$ cat config.mk
export PLATFORM = sky130hd
export DESIGN_NAME = fetch_sequencer_flat
export DESIGN_NICKNAME = d
export VERILOG_FILES = /design/src/rtl/fetch_sequencer_pkg.sv /design/src/rtl/fetch_sequencer_if.sv /design/src/rtl/fetch_timer.sv /design/src/rtl/fetch_sequencer.sv /design/src/flat_wrapper.sv
export SDC_FILE = /design/constraint.sdc
export NUM_CORES = 1
export LEC_CHECK = 0
export CORE_MARGIN = 5
export CORE_UTILIZATION = 46
export CTS_CLUSTER_DIAMETER = 200
export DETAILED_ROUTE_END_ITERATION = 16
export PLACE_DENSITY = 0.8
export SLEW_MARGIN = 20
export SYNTH_ARGS = -nofsm -noshare
export SYNTH_HDL_FRONTEND = slang
export SYNTH_SLANG_ARGS = --single-unit
$ cat constraint.sdc
create_clock -name i_clk -period 2.4 [get_ports i_clk]
set_input_delay 0.48 -clock i_clk [delete_from_list [all_inputs] [get_ports i_clk]]
set_output_delay 0.48 -clock i_clk [all_outputs]
set_load 0.02 [all_outputs]
$ cat src/rtl/fetch_sequencer_pkg.sv
// -----------------------------------------------------------------------------
// fetch_sequencer_pkg
// Purpose : shared encodings for the fetch sequencer and the next-PC unit.
//           Branch classes, next-PC select codes, FSM states, error codes,
//           default reset PC / timeout, and the branch-to-select mapping.
// Ports   : none (package).
// -----------------------------------------------------------------------------
package fetch_sequencer_pkg;

    typedef enum logic [2:0] {
        BR_SEQ = 3'b000,
        BR_J   = 3'b001,
        BR_BEQ = 3'b010,
        BR_BNE = 3'b011,
        BR_JR  = 3'b100
    } br_type_e;

    // Must stay in lock-step with the next-PC unit's mux encoding.
    typedef enum logic [2:0] {
        NPC_PC4    = 3'b000,
        NPC_JUMP   = 3'b001,
        NPC_BRANCH = 3'b011,
        NPC_REG    = 3'b100
    } npc_op_e;

    typedef enum logic [1:0] {
        ST_IDLE = 2'b00,
        ST_REQ  = 2'b01,
        ST_EXEC = 2'b10,
        ST_ERR  = 2'b11
    } state_e;

    typedef enum logic [1:0] {
        ERR_NONE     = 2'b00,
        ERR_TIMEOUT  = 2'b01,
        ERR_MISALIGN = 2'b10
    } err_code_e;

    localparam logic [31:0] DEFAULT_RESET_PC = 32'h0000_3000;
    localparam int          DEFAULT_MAX_WAIT = 15;

    // Unlisted branch classes (101..111) fall through to sequential fetch.
    function automatic npc_op_e select_npc_op(input logic [2:0] br, input logic eq);
        npc_op_e op;
        op = NPC_PC4;
        case (br)
            BR_J:    op = NPC_JUMP;
            BR_BEQ:  op = eq ? NPC_BRANCH : NPC_PC4;
            BR_BNE:  op = eq ? NPC_PC4 : NPC_BRANCH;
            BR_JR:   op = NPC_REG;
            default: op = NPC_PC4;
        endcase
        return op;
    endfunction

endpackage

$ cat src/rtl/fetch_sequencer_if.sv
// -----------------------------------------------------------------------------
// fetch_sequencer_if
// Purpose : bundles the datapath, next-PC unit and instruction-memory signals
//           seen by the fetch sequencer.
// Signals : br_type/cmp_eq/stall from the datapath, npc from the next-PC unit,
//           im_ack from instruction memory; pc, npc_op, im_req, instr_valid,
//           fetch_err, err_code, instr_count driven by the sequencer.
// Modports: master = environment side, slave = fetch_sequencer.
// -----------------------------------------------------------------------------
interface fetch_sequencer_if;
    logic [2:0]  br_type;
    logic        cmp_eq;
    logic        stall;
    logic [31:0] npc;
    logic        im_ack;
    logic [31:0] pc;
    logic [2:0]  npc_op;
    logic        im_req;
    logic        instr_valid;
    logic        fetch_err;
    logic [1:0]  err_code;
    logic [31:0] instr_count;

    modport master (
        output br_type, cmp_eq, stall, npc, im_ack,
        input  pc, npc_op, im_req, instr_valid, fetch_err, err_code, instr_count
    );

    modport slave (
        input  br_type, cmp_eq, stall, npc, im_ack,
        output pc, npc_op, im_req, instr_valid, fetch_err, err_code, instr_count
    );
endinterface

$ cat src/rtl/fetch_timer.sv
// -----------------------------------------------------------------------------
// fetch_timer
// Purpose : 8-bit wait counter for the instruction-memory request phase.
// Ports   : i_clk, i_reset (sync, active high), i_clr (zero the count),
//           i_en (count this cycle), o_timeout (pulse in the cycle the count
//           would reach MAX_WAIT).
// -----------------------------------------------------------------------------
module fetch_timer #(
    parameter int MAX_WAIT = 15
) (
    input  logic i_clk,
    input  logic i_reset,
    input  logic i_clr,
    input  logic i_en,
    output logic o_timeout
);
    localparam logic [7:0] LAST_COUNT = 8'(MAX_WAIT - 1);

    logic [7:0] r_count;

    always_ff @(posedge i_clk) begin
        if (i_reset || i_clr) begin
            r_count <= 8'd0;
        end else if (i_en) begin
            r_count <= r_count + 8'd1;
        end
    end

    // Flags the MAX_WAIT-th waiting cycle itself, so the FSM can leave on
    // that edge; an ack in that same cycle still wins in the FSM.
    assign o_timeout = i_en && (r_count == LAST_COUNT);

endmodule

$ cat src/rtl/fetch_sequencer.sv
// -----------------------------------------------------------------------------
// fetch_sequencer
// Purpose : owns the architectural PC, sequences instruction fetch with a
//           req/ack handshake, selects the next-PC source, flags timeout and
//           misaligned targets, counts retired instructions.
// Ports   : i_clk, i_reset (sync, active high), bus (fetch_sequencer_if.slave).
//
// state | meaning
// IDLE  | one cycle after reset before the first request
// REQ   | im_req high, waiting for im_ack (bounded by MAX_WAIT)
// EXEC  | instruction valid; advance PC when not stalled
// ERR   | sticky error, nothing issued until reset
// -----------------------------------------------------------------------------
module fetch_sequencer
    import fetch_sequencer_pkg::*;
#(
    parameter logic [31:0] RESET_PC = DEFAULT_RESET_PC,
    parameter int          MAX_WAIT = DEFAULT_MAX_WAIT
) (
    input  logic               i_clk,
    input  logic               i_reset,
    fetch_sequencer_if.slave   bus
);
    state_e      r_state;
    logic [31:0] r_pc;
    logic [31:0] r_instr_count;
    logic        r_im_req;
    logic        r_instr_valid;
    logic        r_fetch_err;
    err_code_e   r_err_code;

    logic w_in_req;
    logic w_timer_en;
    logic w_timer_clr;
    logic w_timeout;
    logic w_npc_aligned;

    assign w_in_req      = (r_state == ST_REQ);
    assign w_timer_en    = w_in_req && !bus.im_ack;
    assign w_timer_clr   = !w_in_req || bus.im_ack;
    assign w_npc_aligned = (bus.npc[1:0] == 2'b00);

    fetch_timer #(
        .MAX_WAIT (MAX_WAIT)
    ) u_timer (
        .i_clk     (i_clk),
        .i_reset   (i_reset),
        .i_clr     (w_timer_clr),
        .i_en      (w_timer_en),
        .o_timeout (w_timeout)
    );

    always_ff @(posedge i_clk) begin
        if (i_reset) begin
            r_state       <= ST_IDLE;
            r_pc          <= RESET_PC;
            r_instr_count <= 32'd0;
            r_im_req      <= 1'b0;
            r_instr_valid <= 1'b0;
            r_fetch_err   <= 1'b0;
            r_err_code    <= ERR_NONE;
        end else begin
            case (r_state)
                ST_IDLE: begin
                    r_state  <= ST_REQ;
                    r_im_req <= 1'b1;
                end
                ST_REQ: begin
                    if (bus.im_ack) begin
                        r_state       <= ST_EXEC;
                        r_im_req      <= 1'b0;
                        r_instr_valid <= 1'b1;
                    end else if (w_timeout) begin
                        r_state     <= ST_ERR;
                        r_im_req    <= 1'b0;
                        r_fetch_err <= 1'b1;
                        r_err_code  <= ERR_TIMEOUT;
                    end
                end
                ST_EXEC: begin
                    // A stall masks the alignment check until it drops.
                    if (!bus.stall) begin
                        r_instr_valid <= 1'b0;
                        if (w_npc_aligned) begin
                            r_pc          <= bus.npc;
                            r_instr_count <= r_instr_count + 32'd1;
                            r_state       <= ST_REQ;
                            r_im_req      <= 1'b1;
                        end else begin
                            r_state     <= ST_ERR;
                            r_fetch_err <= 1'b1;
                            r_err_code  <= ERR_MISALIGN;
                        end
                    end
                end
                ST_ERR: begin
                    r_state <= ST_ERR;
                end
                default: begin
                    r_state <= ST_IDLE;
                end
            endcase
        end
    end

    assign bus.npc_op      = (r_state == ST_EXEC) ? select_npc_op(bus.br_type, bus.cmp_eq)
                                                  : NPC_PC4;
    assign bus.pc          = r_pc;
    assign bus.im_req      = r_im_req;
    assign bus.instr_valid = r_instr_valid;
    assign bus.fetch_err   = r_fetch_err;
    assign bus.err_code    = r_err_code;
    assign bus.instr_count = r_instr_count;

endmodule

$ cat src/flat_wrapper.sv
// flat-port wrapper written by rule: the top's interface ports become plain ports
module fetch_sequencer_flat import fetch_sequencer_pkg::*;
#(
    parameter logic [31:0] RESET_PC = DEFAULT_RESET_PC,
    parameter int          MAX_WAIT = DEFAULT_MAX_WAIT
)
  (i_clk, i_reset, bus_br_type, bus_cmp_eq, bus_stall, bus_npc, bus_im_ack, bus_pc, bus_npc_op, bus_im_req, bus_instr_valid, bus_fetch_err, bus_err_code, bus_instr_count);
  fetch_sequencer_if bus_i ();
  input  logic i_clk;
  input  logic i_reset;
  input wire logic [$bits(bus_i.br_type)-1:0] bus_br_type;
  input wire logic [$bits(bus_i.cmp_eq)-1:0] bus_cmp_eq;
  input wire logic [$bits(bus_i.stall)-1:0] bus_stall;
  input wire logic [$bits(bus_i.npc)-1:0] bus_npc;
  input wire logic [$bits(bus_i.im_ack)-1:0] bus_im_ack;
  output wire logic [$bits(bus_i.pc)-1:0] bus_pc;
  output wire logic [$bits(bus_i.npc_op)-1:0] bus_npc_op;
  output wire logic [$bits(bus_i.im_req)-1:0] bus_im_req;
  output wire logic [$bits(bus_i.instr_valid)-1:0] bus_instr_valid;
  output wire logic [$bits(bus_i.fetch_err)-1:0] bus_fetch_err;
  output wire logic [$bits(bus_i.err_code)-1:0] bus_err_code;
  output wire logic [$bits(bus_i.instr_count)-1:0] bus_instr_count;
  assign bus_i.br_type = bus_br_type;
  assign bus_i.cmp_eq = bus_cmp_eq;
  assign bus_i.stall = bus_stall;
  assign bus_i.npc = bus_npc;
  assign bus_i.im_ack = bus_im_ack;
  assign bus_pc = bus_i.pc;
  assign bus_npc_op = bus_i.npc_op;
  assign bus_im_req = bus_i.im_req;
  assign bus_instr_valid = bus_i.instr_valid;
  assign bus_fetch_err = bus_i.fetch_err;
  assign bus_err_code = bus_i.err_code;
  assign bus_instr_count = bus_i.instr_count;
  fetch_sequencer #(.RESET_PC(RESET_PC), .MAX_WAIT(MAX_WAIT)) u_core (.i_clk(i_clk), .i_reset(i_reset), .bus(bus_i));
endmodule
* Word-level counts from Yosys, hierarchy flattened
Cells that the tools add are included.
** Cells by class
- Mux-type cells :: 27
- Add/subtract/negate cells :: 2
- Equal/unequal tests :: 15
- Bitwise gates (word level) :: 1
- Reductions and logical operators :: 15
** Operators by type and width (number)
- 32-bit by 1-bit adder with 32-bit output (second input constant) :: 1
- 2-bit 2-to-1 mux :: 10
- 3-bit case mux with 4 select lines :: 1
- 1-bit 2-to-1 mux :: 10
- 2-bit != test (second input constant) :: 5
- 8-bit by 1-bit adder with 8-bit output (second input constant) :: 1
- 8-bit by 4-bit == test with 1-bit output (second input constant) :: 1
- 2-bit case mux with 4 select lines :: 1
- 3-bit by 2-bit == test with 1-bit output (second input constant) :: 2
- 3-bit AND reduction :: 2
- 5-bit AND reduction :: 1
- 2-bit == test (second input constant) :: 2
- 2-bit zero test :: 2
- 1-bit case mux with 2 select lines :: 2
- 2-bit case mux with 2 select lines :: 1
- 4-bit AND reduction :: 1
- 3-bit by 1-bit == test with 1-bit output (second input constant) :: 1
- 3-bit == test (second input constant) :: 1
- 3-bit 2-to-1 mux :: 1
- 3-bit != test (second input constant) :: 1
- 1-bit case mux with 3 select lines :: 1
- 3-bit nonzero test :: 1
- 2-bit by 1-bit == test with 1-bit output (second input constant) :: 1
- 1-bit logical AND :: 2
- 6 further kinds :: 8
** Storage, ports and cells
- Bits of input ports :: 40
- Word-level logic and storage cells :: 68
- Output and inout bits :: 72
- Register bits :: 79

* Logic depth before layout (Yosys ltp)
Gate-level depths: netlist of the first run.
- Depth after elaboration :: 6
- Depth in mapped cells :: 7
- Gate-level depth less buffers :: 6

* By module
A second synthesis of the first run with hierarchy kept.
** Unflattened totals
- Cells, all modules :: 403
- Area total of the unflattened synthesis :: 3348.2 um2
** Modules (own cells, without submodules)
- fetch_sequencer :: cells an instance 360, instances 1, area each 2967.8 um2, seq. area each 1421.4 um2
- fetch_timer :: cells an instance 43, instances 1, area each 380.4 um2, seq. area each 160.2 um2

* Worst setup path before layout of the first run
No wires, ideal clock.
- Path kind :: input-to-reg
- From :: in bus_npc[0]
- To :: reg u_core.r_instr_count[28] (netlist: u_core.bus.instr_count[28])
- Buffers on the path :: 1
- Data arrival time :: 2.023 ns
- Data required time :: 2.277 ns
- Library setup time :: 0.123 ns
- Path slack :: 0.253 ns
- Stages on the path :: 5
- Cells stage by stage :: or3_1 > buf_2 > or4_4 > nor4_1 > mux2_1
** Between the ends
- Cells in the longest elaborated chain, start to end :: 2
** RTL lines
- start, declared :: line flat_wrapper.sv:14 : input wire logic [$bits(bus_i.npc)-1:0] bus_npc;
- 2-bit zero test :: line fetch_sequencer.sv:41 : assign w_npc_aligned = (bus.npc[1:0] == 2'b00);
- 3-bit AND reduction (no line)
- end signal, assigned :: line fetch_sequencer.sv:86 : r_instr_count <= r_instr_count + 32'd1;
- end, declared :: line fetch_sequencer.sv:26 : logic [31:0] r_instr_count;
No other way between the ends.
A chain may end at the register's enable or synchronous reset.

* Worst setup path in the final report of the first run
- From :: reg u_core.r_state[1]
- To :: out bus_npc_op[2]
** Between the ends
- Cells in the longest elaborated chain, start to end :: 2
** RTL lines
- start, declared :: line fetch_sequencer.sv:24 : state_e r_state;
- start signal, assigned :: line fetch_sequencer.sv:55 : r_state <= ST_IDLE;
- start signal, assigned :: line fetch_sequencer.sv:65 : r_state <= ST_REQ;
- start signal, assigned :: line fetch_sequencer.sv:70 : r_state <= ST_EXEC;
- 2-bit == test :: line fetch_sequencer.sv:106 : assign bus.npc_op = (r_state == ST_EXEC) ? select_npc_op(bus.br_type, bus.cmp_eq)
- 3-bit 2-to-1 mux :: line fetch_sequencer.sv:106
- end, declared :: line flat_wrapper.sv:17 : output wire logic [$bits(bus_i.npc_op)-1:0] bus_npc_op;
No other way between the ends.

==> metrics, run 1 <==
status finished clean; clk buf depth 2; Crit Path Class reg2out; core area 7210 sq um; synth warn 0; Post-route DRC 0; Worst EP arrival ~1800 ps; max-cap check violation count 0; RR Endpoint u_core.bus.instr_count[30]; Post-Syn Nets 450; Req. time, crit path 1920 ps; sequential cell area fraction in the yosys report 46.6%; # hold bufs at CTS 0; final wirelength 9370 microns; initial antenna violation count 0; antenna fix cells 0; final hold slack 457 ps; CTS Buf Count 9; Final period util between 90% and 100%; top post-synthesis cells by area dfxtp_1, nand2_1, a21oi_1, nor2_1, or4_1; Slew @ Worst Pin 500 ps; Vias 3389; Final setup viols 0; Worst Reg-to-Reg Cells 4; DR pass1 iterations 4; routed vias/inst 5.39; Sink Count 79; vias in the first global route roughly 3300; post-CTS setup buffers 0; synth unique cells 42; Syn Std Cell Area about 3400 sq um; hold path cells 2; post-DR wirelength/cell approximately 15 microns; Final Hold Vio Count 0; total track usage a little over a fifth; CTS tree yes; DRT antenna net count 0; wire length of the first global-routing pass 15400 microns; fillers 611; RSZ-0062 raised after global routing false; Mean Syn Cell Area about 8.3 sq um; Max Transition Viols Final 0; maximum vdd drop 0.361 mV; Syn-to-layout area delta 44.6%; Fin Clk Skew roughly 13 ps; DIE AREA 9200 sq um; cell taking the most area after synthesis dfxtp_1; Final min period 2280 ps; total power 2.71 mW; Die X-Extent 95.9 microns; port bufs 111; # IOs 112; number of DRC markers in iteration 0 151; clk root buf clkbuf_8; async set or reset register ratio after synthesis 0%; flop2flop setup slack approximately 380 ps; Yosys top cell area share 46.6%; Hold Path Sink u_core.bus.pc[25]; worst reg2reg path startpoint u_core.r_state[1]; Initial Utilization 47.1%; nets about 570; number of H-tree levels 3; largest net degree at the start of global routing 34; row cnt 31; PwrDens 553 nW/um^2; clk_lat worst skew 350 ps; top_reg_cell synth dfxtp_1; EDFF count, synth 0; Post-CTS Resized 3; Worst setup SP type register; Hold Crit Class reg2reg; share of cells above drive strength 1 8.49%; post-detail-place hpwl 6840 microns; Post-Synthesis Cells just over 400; Placer Congestion 0.869; Min-Delay Startpoint u_core.bus.pc[25]; GRT overflow 0; CP Max Fanout 10; CP Launch Point u_core.r_state[1]; f_max around 440 MHz; Slew headroom around 67%; Worst-path clk slew 80 ps; Pleak roughly 1.7 nW; critical path endpoint category primary output; Die Y 95.9 microns; synthesized flop and latch total about 80
-- Yosys cell counts (2+ instances only) --
| master | n |
|---|---|
| xor2_1 | 9 |
| o21ai_0 | 9 |
| nand2_1 | 79 |
| o31ai_1 | 10 |
| o21a_1 | 2 |
| or3_1 | 7 |
| a21oi_1 | 50 |
| nor2_1 | 29 |
| nand4_1 | 13 |
| and3_1 | 7 |
| nor4_1 | 9 |
| buf_2 | 2 |
| mux2_1 | 2 |
| and4_1 | 6 |
| nor2b_1 | 7 |
| nand4b_1 | 2 |
| buf_4 | 2 |
| nand3_1 | 14 |
| a211oi_1 | 2 |
| or4_1 | 11 |
| inv_1 | 6 |
| clkbuf_1 | 14 |
| xnor2_1 | 7 |
| nor3_1 | 6 |
| and2_2 | 2 |
| dfxtp_1 | 79 |
| mux2_2 | 4 |
| ha_1 | 3 |
-- layout by cell type, fill, tap and decap left out, drive strengths merged, types with 8 or more instances in the layout --
cell type      instances
nand3                 14
o31ai                 10
nor4                   9
o21ai                  9
nand4                 13
clkdlybuf4s50        107
or4                   12
dfxtp                 79
xor2                   9
nor2                  29
buf                   18
and3                   8
clkbuf                10
a21oi                 50
nand2                 79
-- flip-flops by register name, indices dropped and copies added, names as in the netlist --
signal                  cells
u_core.bus.instr_count     32
u_core.bus.instr_valid      1
u_core.bus.im_req           1
u_core.bus.fetch_err        1
u_core.r_state              2
u_core.bus.err_code         2
u_core.bus.pc              32
u_core.u_timer.r_count      8
-- worst max-delay path: stages (launching register included) --
cell and delay [ps]:
dfxtp_1 510, nand2b_1 210, nor4b_1 360, dlygate4sd2_1 380
-- power breakdown --
part / internal [mW] / switching [mW] / total, mW
Sequential: 1.32 / 0.00982 / 1.33
Combinational: 0.101 / 0.0821 / 0.183
Clock: 0.716 / 0.483 / 1.20
Total: 2.14 / 0.575 / 2.71
-- final cells by class --
cell class	count	area, sq um	area share, %
clock inverters	6	108	2.19
flip-flops and latches	79	1580	32.2
well taps	99	124	2.52
inverters	6	22.5	0.459
repair buffers	128	1240	25.3
multi-input cells	301	1690	34.5
clock buffers	10	138	2.80
-- worst max-delay path by stage --
stage | end | slack (ps) | cells after the start
floorplan | u_core.bus.instr_count[28] | 250 | 5
global placement | u_core.bus.instr_count[28] | -140 | 5
detailed placement | u_core.bus.instr_count[30] | -170 | 5
CTS | bus_npc_op[2] | 160 | 3
global route | bus_npc_op[2] | 10 | 3
finish | bus_npc_op[2] | 120 | 3
-- metrics by stage --
step                std cells  setup WS (ps)  setup TNS (ps)  utilization (%)  cell area, sq um
floorplan                 407            253               0                -              3390
global placement          613           -137            -805             64.7              4670
detailed placement        613           -171            -982             64.7              4670
CTS                       629            155               0             68.0              4910
global route              629           14.2               0             68.0              4910
finish                    629            125               0             68.0              4910
-- cell families after synthesis --
logic type / share of synthesized area [%]
multiplexers: 1.99
AND/OR/NAND/NOR: 30.2
adder cells (fa/ha/maj): 1.11
buffers and inverters: 3.65
AO/OA/AOI/OAI: 12.4
flip-flops: 46.6
XOR/XNOR: 4.13
-- metal layers --
metal / track usage (%) / share of wire [%] / wire (microns)
met5: 0 / 0 / 0
met4: 6.87 / 1.2 / 114
met3: 7.19 / 8.8 / 823
met2: 38.5 / 51 / 4790
met1: 23.3 / 39 / 3640
No activity file was read; power rests on OpenSTA's default activity.
==> run 2: changes to the inputs <==
==> constraint.sdc (replaced) <==
create_clock -name i_clk -period 2.1 [get_ports i_clk]
set_input_delay 0.42 -clock i_clk [delete_from_list [all_inputs] [get_ports i_clk]]
set_output_delay 0.42 -clock i_clk [all_outputs]
set_load 0.02 [all_outputs]
==> run 2 against run 1 <==
Against the previous run:
- sequential share of layout area decreased by 1.0 points
- total power increased by 15%
- worst hold slack got worse by 12 ps
- final cell count increased by 1.7%
- via count increased by 2.0%
- largest cell class unchanged
- largest power group unchanged
==> metrics, run 2 (same netlist as run 1, synthesis figures left out) <==
port bufs 111; most frequent cells in the layout clkdlybuf4s50_1, nand2_1, dfxtp_1; maximum vdd drop between 0.4 and 0.5 mV; fillers 580; nets 579; routed vias/inst approximately 5.4; Layout Cells excl Fill 640; Seq pwr share 48.7%; total negative setup slack 0 ps; final wirelength about 9300 microns; share of cells above drive strength 1 roughly an eighth; clk_lat worst skew approximately 350 ps; post-DR wirelength/cell 14.6 microns; initial antenna violation count 0; Slew headroom between 60% and 70%; # hold bufs at CTS 0; Hold Crit Class in2reg; wire length of the first global-routing pass between 15000 and 20000 microns; DR pass1 iterations 4; RSZ-0062 raised after global routing true; DRT antenna net count 0; Worst EP arrival about 1600 ps; antenna fix cells 0; Vias about 3500; Logic pwr share 6.8%; Syn-to-layout area delta 49.4%; status finished clean; number of DRC markers in iteration 0 ~130; Initial Utilization 47.1%; Pint 2.45 mW; # IOs 112; post-detail-place hpwl 6860 microns; final hold slack about 440 ps; GRT overflow 0; Die X-Extent about 96 microns; f_max 487 MHz; clk root buf clkbuf_8; Pleak 1.76 nW; Worst-path clk slew 80 ps; Final min period approximately 2100 ps; Die Y between 90 and 100 microns; CP Max Fanout 3; max-cap check violation count 0; placed cells 622; CTS Buf Count 9; Max Transition Viols Final 0; switch share 21.5%; largest net degree at the start of global routing 44; Final Hold Vio Count 0; Req. time, crit path 1680 ps; Final setup viols 0; Sink Count 79; Post-route DRC 0; Slew @ Worst Pin 511 ps; total track usage 20.8%; critical path endpoint category primary output; worst setup margin 47.7 ps; DIE AREA 9200 sq um; Crit Path Class in2out; Worst setup SP type input pin; dpl ws -437 ps; CTS tree yes; number of H-tree levels 3; Fin Clk Skew 15.3 ps; clock network fraction of total power 44.4%; commonest non-fill, non-tap cell in the layout clkdlybuf4s50_1; vias in the first global route 3308; Placer Congestion roughly 0.82; core area between 7000 and 8000 sq um; row cnt 31; Final period util 97.7%; PwrDens 616 nW/um^2; clk buf depth 2; Switching Power 670 uW
## run 2: cell types whose count changed in the layout (fill, tap and decap cells not counted), moves of 3 or more
cell             delta
dlygate4sd2_1       -3
buf_4              +10
nor4_2              +4
clkdlybuf4s50_1     -3
dlymetal6s2s_1      +3
nor4_1              -5
## run 2: stage by stage
step	area (sq um)	util (%)	power, mW
CTS	5000	69.3	3.13
floorplan	3390	-	1.64
finish	5070	70.3	3.12
global route	5070	70.3	3.21
detailed placement	4730	65.6	1.77
global placement	4730	65.6	1.76
## run 2: power groups by stage
| stage | registers (mW) | clock network (mW) | logic, mW |
|---|---|---|---|
| 2_1_floorplan | 1.57 | 0 | 0.0745 |
| 3_3_place_gp | 1.56 | 0 | 0.209 |
| 3_5_place_dp | 1.56 | 0 | 0.212 |
| 6_report | 1.52 | 1.39 | 0.214 |
| 4_1_cts | 1.52 | 1.40 | 0.214 |
| 5_1_grt | 1.52 | 1.46 | 0.231 |
## run 2: per-layer routing
metal	share of wire, %	track usage, %	wire length [microns]	vias up
met3	8.7	7.19	807	21
met1	40	23.4	3710	1630
li1	-	-	-	1702
met2	49	35.2	4590	105
met5	0	0	0	-
met4	2.3	9.60	211	0
## run 2: worst paths after layout
path	from	to	slack, ps	cells after the start
min reg2reg	u_core.bus.pc[11]	u_core.bus.pc[11]	450	2
max	bus_br_type[1]	bus_npc_op[0]	50	5
min	i_reset	u_core.bus.pc[13]	440	3
max reg2reg	u_core.bus.instr_count[13]	u_core.bus.instr_count[25]	160	4
## run 2: area by class of cell
cell class              count  area, sq um  share of cell area [%]
inverters                   6         22.5                   0.444
clock inverters             5          105                    2.07
multi-input cells         301         1770                    34.8
repair buffers            139         1330                    26.2
well taps                  99          124                    2.44
clock buffers              11          141                    2.79
flip-flops and latches     79         1580                    31.2
## run 2: critical path: stages
cell and delay (ps):
clkdlybuf4s50_1 530, nand2_1 80, xor2_1 140, nor3_1 130, clkdlybuf4s15_1 330
## run 2: timing repair
| action | 4_1_cts | 5_1_grt |
|---|---|---|
| gates resized for setup | 7 | 20 |
| setup buffers | 0 | 2 |
| pin swaps | 0 | 6 |
| endpoints found under the setup margin | 6 | 15 |
==> run 3: changes to the inputs <==
--- a/config.mk
+++ b/config.mk
@@ -6,11 +6,11 @@
 export NUM_CORES = 1
 export LEC_CHECK = 0
 export CORE_MARGIN = 5
-export CORE_UTILIZATION = 46
+export CORE_UTILIZATION = 25
 export CTS_CLUSTER_DIAMETER = 200
 export DETAILED_ROUTE_END_ITERATION = 16
-export PLACE_DENSITY = 0.8
-export SLEW_MARGIN = 20
+export MAX_ROUTING_LAYER = met4
+export SLEW_MARGIN = 10
 export SYNTH_ARGS = -nofsm -noshare
 export SYNTH_HDL_FRONTEND = slang
 export SYNTH_SLANG_ARGS = --single-unit
==> run 3 against run 2 <==
Against the previous run:
- clock skew fell by 10 ps
- worst hold slack worse by 24 ps
- wire length rose by 9.1%
- cell area up 2.7%
- critical path type unchanged
- critical endpoint unchanged
- largest cell class unchanged
- highest routed layer unchanged
==> metrics, run 3 (same netlist as run 1, synthesis figures left out) <==
routed vias/inst between 4 and 5; port bufs 111; vias in the first global route 3392; DRT antenna net count 0; final instance area 5210 sq um; worst reg2reg path startpoint u_core.bus.instr_count[2]; fillers 1332; row cnt 42; post-detail-place hpwl 7390 microns; commonest non-fill, non-tap cell in the layout clkdlybuf4s50_1; Final min period around 2000 ps; Initial Utilization 25.5%; Slew headroom roughly two thirds; clk_lat worst skew approximately 330 ps; worst setup margin 40.2 ps; Worst-path clk slew ~60 ps; # IOs ~110; Worst setup SP type input pin; DIE AREA approximately 16000 sq um; Slew @ Worst Pin 507 ps; Die X-Extent 127 microns; share of cells above drive strength 1 a little over a tenth; most frequent cells in the layout clkdlybuf4s50_1, nand2_1, dfxtp_1; clk root buf clkbuf_16; number of DRC markers in iteration 0 178; CTS Buf Count 9; RSZ-0062 raised after global routing false; Final setup viols 0; Vias 3363; fin util approximately 40%; critical path endpoint category primary output; Pleak 1.80 nW; delay-heaviest family, CP buffers and inverters; DR pass1 iterations 4; initial antenna violation count 0; CP Max Fanout 3; largest net degree at the start of global routing 34; slowest cell on the critical path clkdlybuf4s50_1; max-cap check violation count 0; Register Area 1580 sq um; maximum vdd drop 0.409 mV; clk buf depth 2; nets 572; CP Launch Point bus_br_type[1]; total power roughly 3.6 mW; CP max stage delay 510 ps; Post-route DRC 0; wire length of the first global-routing pass 16600 microns; Cell Chain, Critical Path clkdlybuf4s50_1 > nand2_1 > xor2_1 > nor3_1 > dlygate4sd2_1; dpl ws -413 ps; antenna fix cells 0; footprint of the multi-input gates 1740 sq um; number of H-tree levels 3; Crit Path Class in2out; Worst EP arrival ~1600 ps; Hold Crit Class in2reg; Final period util 98.1%; Max Transition Viols Final 0; Die Y 127 microns; flop2flop setup slack 170 ps; Syn-to-layout area delta 53.4%; PwrDens approximately 700 nW/um^2; Post-Place Cell Area 4800 sq um; GRT overflow 0; total track usage 13.0%; worst path buffer plus inverter count 2; Sink Count between 70 and 80; Req. time, crit path 1680 ps; post-DR wirelength/cell 14.3 microns; Fin Clk Skew 4.87 ps; final wirelength about 10000 microns; f_max 485 MHz; Min-Delay Startpoint i_reset; post-CTS setup buffers 0; Final Hold Vio Count 0; Placer Congestion 0.811; total negative setup slack 0 ps; # hold bufs at CTS 0; CTS tree yes; core area 13300 sq um; status finished clean
## run 3: per-stage QoR
stage	hold WS, ps	instances
2_1_floorplan	437	407
3_3_place_gp	440	694
3_5_place_dp	449	694
4_1_cts	419	710
5_1_grt	436	710
6_report	421	710
## run 3: layer usage
metal | GRT usage (%) | vias to the layer above | wire length (microns)
met2 | 21.4 | 101 | 4940
met5 | - | - | 0
met3 | 4.46 | 10 | 695
li1 | - | 1687 | -
met4 | 2.78 | 0 | 76
met1 | 15.4 | 1565 | 4460
## run 3: cell type report
class	instances	area share, %
Clock inverter	7	2.45
Sequential cell	79	30.4
Inverter	6	0.433
Multi-Input combinational cell	301	33.5
Timing Repair Buffer	132	24.7
Clock buffer	9	4.33
Tap cell	176	4.23
## run 3: report_power, final
part	switching, mW	internal (mW)
registers	0.0102	1.51
clock network	0.659	1.18
logic	0.0956	0.115
## run 3: path summary, 6_finish.rpt
check | to | cells past startpoint
worst max-delay path | bus_npc_op[0] | 5
worst min-delay path | u_core.bus.instr_count[0] | 2
worst max register to register | u_core.bus.instr_count[26] | 4
worst min register to register | u_core.bus.pc[5] | 2
## run 3: repair_timing
item / in CTS / in global routing
endpoints found under the setup margin: 5 / 9
resized for setup: 5 / 15
pin swaps: 0 / 3
